===== config.mk =====
export PLATFORM = sky130hd
export DESIGN_NAME = timer_bank
export DESIGN_NICKNAME = d
export VERILOG_FILES = /design/src/rtl/timer_bank.sv
export SDC_FILE = /design/constraint.sdc
export NUM_CORES = 1
export LEC_CHECK = 0
export CORE_ASPECT_RATIO = 1.25
export CORE_MARGIN = 4
export CORE_UTILIZATION = 45
export DETAILED_ROUTE_END_ITERATION = 12
export PLACE_DENSITY = 0.78
export SETUP_SLACK_MARGIN = 0.02
export SLEW_MARGIN = 10
export SYNTH_ARGS = -nofsm -noshare
export SYNTH_HDL_FRONTEND = slang
export SYNTH_SLANG_ARGS = --single-unit

===== constraint.sdc =====
create_clock -name clk_i -period 2.99 [get_ports clk_i]
set_input_delay 0.4485 -clock clk_i [delete_from_list [all_inputs] [get_ports clk_i]]
set_output_delay 0.4485 -clock clk_i [all_outputs]
set_load 0.02 [all_outputs]

===== src/rtl/timer_bank.sv =====
// rtl/timer_bank.sv - multi-channel down-counting timer bank with shared prescaler and interrupt aggregation
module timer_bank #(
   parameter int NUM_CH  = 4,
   parameter int CNT_W   = 32,
   parameter int PRESC_W = 8
) (
   input  logic                    clk_i,
   input  logic                    rstn_i,
   input  logic [PRESC_W-1:0]      prescale_i,
   input  logic [NUM_CH-1:0]       ch_enable_i,
   input  logic [2*NUM_CH-1:0]     ch_mode_i,
   input  logic [NUM_CH*CNT_W-1:0] ch_load_count_i,
   input  logic [NUM_CH-1:0]       irq_mask_i,
   input  logic [NUM_CH-1:0]       irq_clear_i,
   output logic [NUM_CH*CNT_W-1:0] ch_current_value_o,
   output logic [NUM_CH-1:0]       ch_done_o,
   output logic [NUM_CH-1:0]       irq_status_o,
   output logic                    interrupt_o
);

   localparam logic [1:0] MODE_FREE    = 2'b00;
   localparam logic [1:0] MODE_ONESHOT = 2'b10;

   logic [PRESC_W-1:0] presc_q, presc_d;
   logic               tick;
   logic               any_en;
   logic [NUM_CH-1:0]  en_q;
   logic [CNT_W-1:0]   cnt_q [NUM_CH];
   logic [CNT_W-1:0]   cnt_d [NUM_CH];
   logic [CNT_W-1:0]   reload_val [NUM_CH];
   logic [NUM_CH-1:0]  done_q, done_d;
   logic [NUM_CH-1:0]  stat_q, stat_d;
   logic [NUM_CH-1:0]  expire;

   // Shared prescaler: counts while any channel runs, ticks when it reaches prescale and wraps.
   // A prescale lowered below the current count lets the count run on through its natural wrap.
   always_comb begin
      any_en  = |ch_enable_i;
      tick    = 1'b0;
      presc_d = presc_q;
      if (!any_en) begin
         presc_d = '0;
      end else if (presc_q == prescale_i) begin
         tick    = 1'b1;
         presc_d = '0;
      end else begin
         presc_d = presc_q + {{(PRESC_W-1){1'b0}}, 1'b1};
      end
   end

   // Value loaded on an enable edge or expiry: all-ones for free-run, otherwise the channel's load count.
   always_comb begin
      for (int i = 0; i < NUM_CH; i++) begin
         reload_val[i] = (ch_mode_i[2*i +: 2] == MODE_FREE) ? {CNT_W{1'b1}}
                                                           : ch_load_count_i[i*CNT_W +: CNT_W];
      end
   end

   // Per-channel next state: load beats stop, stop beats tick; expiry sets status over a clear.
   always_comb begin
      expire = '0;
      done_d = done_q;
      stat_d = stat_q;
      for (int i = 0; i < NUM_CH; i++) begin
         cnt_d[i] = cnt_q[i];
         if (ch_enable_i[i] && !en_q[i]) begin
            cnt_d[i]  = reload_val[i];
            done_d[i] = 1'b0;
         end else if (!ch_enable_i[i] || done_q[i]) begin
            cnt_d[i] = cnt_q[i];
         end else if (tick) begin
            if (cnt_q[i] != '0) begin
               cnt_d[i] = cnt_q[i] - {{(CNT_W-1){1'b0}}, 1'b1};
            end else begin
               expire[i] = 1'b1;
               if (ch_mode_i[2*i +: 2] == MODE_ONESHOT) begin
                  cnt_d[i]  = '0;
                  done_d[i] = 1'b1;
               end else begin
                  cnt_d[i] = reload_val[i];
               end
            end
         end
         if (expire[i]) begin
            stat_d[i] = 1'b1;
         end else if (irq_clear_i[i]) begin
            stat_d[i] = 1'b0;
         end
      end
   end

   // State registers; reset parks counters at all-ones with everything else idle.
   always_ff @(posedge clk_i or negedge rstn_i) begin
      if (!rstn_i) begin
         presc_q <= '0;
         en_q    <= '0;
         done_q  <= '0;
         stat_q  <= '0;
         for (int i = 0; i < NUM_CH; i++) begin
            cnt_q[i] <= {CNT_W{1'b1}};
         end
      end else begin
         presc_q <= presc_d;
         en_q    <= ch_enable_i;
         done_q  <= done_d;
         stat_q  <= stat_d;
         for (int i = 0; i < NUM_CH; i++) begin
            cnt_q[i] <= cnt_d[i];
         end
      end
   end

   // Outputs come straight from registers so the interrupt line cannot glitch on counter activity.
   always_comb begin
      for (int i = 0; i < NUM_CH; i++) begin
         ch_current_value_o[i*CNT_W +: CNT_W] = cnt_q[i];
      end
      ch_done_o    = done_q;
      irq_status_o = stat_q;
      interrupt_o  = |(stat_q & irq_mask_i);
   end

endmodule


==> reports/summary.txt, run 1 <==
Critical Path Stages: 6
Placer Congestion: 0.949
CTS tree: done
Worst skew pair latency: 0.44 ns
Worst-case clock buffer depth: 2
Outcome: complete, no violations
Routed length per instance: 21.0 µm
Final Hold Vio Count: 0
Total power: 0.00791 W
Fill cells: 2156
H-tree Lvls: 4
WP data arrival: 3.11 ns
Post-route design area: 15500 µm²
Synth area leaders: dfstp_2 30%, a21oi_1 6.6%, o21ai_0 6.5%, nor2_1 4.7%, dfrtp_1 4.5%
Fin nets: 1893
Final WS setup: 0.234 ns
Max incr delay on CP: 0.58 ns
Cell Chain, Critical Path: or4_4 -> or4_4 -> or3_1 -> nand2_2 -> o21ai_0 -> a211oi_1
I/O pin cnt: 295
Period utilisation layout: 92.2%
Yosys cell types: 71
Synth top area share: 30.3%
Largest net degree at the start of global routing: 67
Final wirelength: 43.4 mm
Measured slew at the worst slew-check pin: 1.20 ns
Crit-path slowest cell: or4_4
First-pass GRT wire length: 68.7 mm
Worst setup EP type: flop
# diodes: 0
Pre-Repair DR Iteration Count: 5
RSZ-0062 raised after global routing: no
Synth cell count leaders: 147 x a21oi_1, 145 x o21ai_0, 138 x nor2_1
Cell accounting for the most synthesized area: dfstp_2
Syn Nets: 1582
Initial core utilization: 45.5%
Post-Synth XOR/XNOR Area: 3.86%
Crit path launch: ch_current_value_o[11]$_DFFE_PN1P_
Static Leak: 5.43 nW
Final slew viol count: 0
Vias in the first global route: 13000
YS warnings: 0
Port bufs: 294
Via Count: 13300
Highest Clock Rate: 363 MHz
Synth Area in Compound Gates: 31.3%
Synth Area in Simple Gates: 24.4%
Crit path to: ch_current_value_o[10]$_DFFE_PN1P_
Reg2reg setup slack: 0.23 ns
Synth-to-layout area growth: 39.3%
Crit-path max FO: 8
Hold/Removal Path Class: input port to asynchronous set/reset pin
Core Area: 24400 µm²
DP Worst Slack: 0.117 ns
Die footprint: 27300 µm²
Die W: 149 µm
# Post-CTS Setup Buffers: 0
Slew headroom: 19.4%
Finish-stage setup viols: 0
Resize count post-CTS: 0
Total gr overflow: 0
Post-synthesis cell count: 1415
Sequential area share after synthesis: 34.8%
Final Util: 63.4%
Setup TNS Final: 0 ns
Ratio of cells with drive above 1 in the final layout: 16.2%
Synth Area in Adders: 1.01%
Top_reg_cell synth: dfstp_2
Hold Buf Count CTS: 0
Worst Path Buf+Inv: 0
Initial antenna violation count: 2
CP delay by family, top: simple AND/OR/NAND/NOR gates
Post-synth EDFFs: 0
Mux cell area share after synthesis: 0.450%
Number of synthesized register bits: 148
Total GRT Usage: 30.8%
Pwr/cell area: 511 nW/µm²
Syn avg cell area: 7.85 µm²
Tmin final: 2.76 ns
Die Y: 184 µm
Largest family of logic cells by synthesized area: compound AO/OA/AOI/OAI gates
Max-cap violations: 0
Clock Pin Slew Worst Setup and Hold Paths: 0.07 ns
Synthesized cell area: 11100 µm²
WP data required: 3.34 ns
Crit path launch type: flop
DP Area: 14900 µm²
Most common cell in the synthesized netlist: a21oi_1
R2R depth: 6
Maximum VDD drop: 0.425 mV
Post-synth ARST share: 100%
CTS sink count: 148
Vias per inst: 6.43
# rows: 64
Reg2reg start: ch_current_value_o[11]$_DFFE_PN1P_
Antenna viol nets, final: 0
Dpl hpwl: 31.1 mm
Crit-path most repeated cell: or4_4
Initial drt markers: 1213
Inserted Clock Buffers: 17
# DRC: 0
Skew final: 0.0180 ns
Root Buffer: clkbuf_16
Reg-to-Reg End: ch_current_value_o[10]$_DFFE_PN1P_
Critical path class: flop to flop
==> layer usage <==
metal	wire [µm]	track usage, %	part of all wire (%)	vias up
li1	-	-	-	6025
met3	3440	5.52	7.9	139
met4	1660	14.6	3.8	4
met2	20900	50.4	48	726
met1	17400	39.5	40	6393
met5	26	0	0.060	-
==> layout make-up <==
type,count,area (µm²),area share [%]
sequential,148,3860,25.0
clock buffer,20,437,2.82
multi-input combinational,1146,6830,44.1
clock inverter,11,130,0.841
tap,330,413,2.67
timing repair buffer,387,3700,23.9
inverter,26,97.6,0.631
==> cell usage in the layout, fill, tap and decap left out, types with 11 or more instances in the layout <==
cell type        instances
xor2_1                  25
buf_4                   88
xnor2_1                 24
or4_1                   15
nand3_1                 47
o211ai_1                29
nor3_1                  63
dfstp_2                128
o22ai_1                 18
o21ai_0                145
o21a_1                  13
a21oi_1                147
inv_1                   26
a211oi_1                20
nand4_1                 17
nand2_1                117
nor2_1                 137
clkbuf_16               17
o22a_1                  19
dfrtp_1                 20
nand2b_1                11
nor4_1                  36
a31oi_1                 16
clkdlybuf4s50_1        293
or3_1                   34
o31ai_1                 14
a22oi_1                 12
==> report_power, final <==
group	internal, W	leakage [nW]	switching [W]
clock network	0.00123	0.259	0.000932
registers	0.00259	1.61	0.000573
logic	0.00126	3.56	0.00133
total	0.00508	5.43	0.00283
==> stage by stage <==
stage | cells | hold slack (ns)
2_1_floorplan | 1415 | 0.153
3_3_place_gp | 2037 | 0.478
3_5_place_dp | 2037 | 0.481
4_1_cts | 2068 | 0.0625
5_1_grt | 2068 | 0.0830
6_report | 2068 | 0.0380
==> logic make-up after synthesis <==
group / after synthesis
adders and majority gates: 9
AOI/OAI and AO/OA: 544
muxes: 5
buffers and inverters: 121
DFF: 148
and+or+nand+nor: 539
xor gates and xnor gates: 49
==> registers in the layout, indices dropped and copies added, names as in the netlist <==
| register | flops |
|---|---|
| presc_q | 8 |
| ch_current_value_o | 128 |
| ch_done_o | 4 |
| irq_status_o | 4 |
| en_q | 4 |
==> worst min path at each step <==
| stage | endpoint | slack (ns) |
|---|---|---|
| after global routing | ch_done_o[0]$_DFFE_PN0P_ | 0.08 |
| after floorplan | ch_done_o[0]$_DFFE_PN0P_ | 0.15 |
| final | ch_done_o[0]$_DFFE_PN0P_ | 0.04 |
| after detailed placement | ch_current_value_o[29]$_DFFE_PN1P_ | 0.48 |
| after CTS | ch_done_o[0]$_DFFE_PN0P_ | 0.06 |
| after global placement | ch_current_value_o[29]$_DFFE_PN1P_ | 0.48 |
No activity file was read; power rests on OpenSTA's default activity.
==> run 2, diff against run 1 <==
--- a/config.mk
+++ b/config.mk
@@ -10,7 +10,7 @@
 export CORE_UTILIZATION = 45
 export DETAILED_ROUTE_END_ITERATION = 12
 export PLACE_DENSITY = 0.78
-export SETUP_SLACK_MARGIN = 0.02
+export SKIP_LAST_GASP = 1
 export SLEW_MARGIN = 10
 export SYNTH_ARGS = -nofsm -noshare
 export SYNTH_HDL_FRONTEND = slang
==> results of run 2 <==
Same layout as run 1: the final DEF is identical, and so are final timing and power.
==> run 3, diff against run 2 <==
--- a/config.mk
+++ b/config.mk
@@ -10,8 +10,9 @@
 export CORE_UTILIZATION = 45
 export DETAILED_ROUTE_END_ITERATION = 12
 export PLACE_DENSITY = 0.78
+export SKIP_CTS_REPAIR_TIMING = 1
 export SKIP_LAST_GASP = 1
-export SLEW_MARGIN = 10
+export SLEW_MARGIN = 5
 export SYNTH_ARGS = -nofsm -noshare
 export SYNTH_HDL_FRONTEND = slang
 export SYNTH_SLANG_ARGS = --single-unit
==> results of run 3 <==
Same layout as run 1: the final DEF is identical, and so are final timing and power.
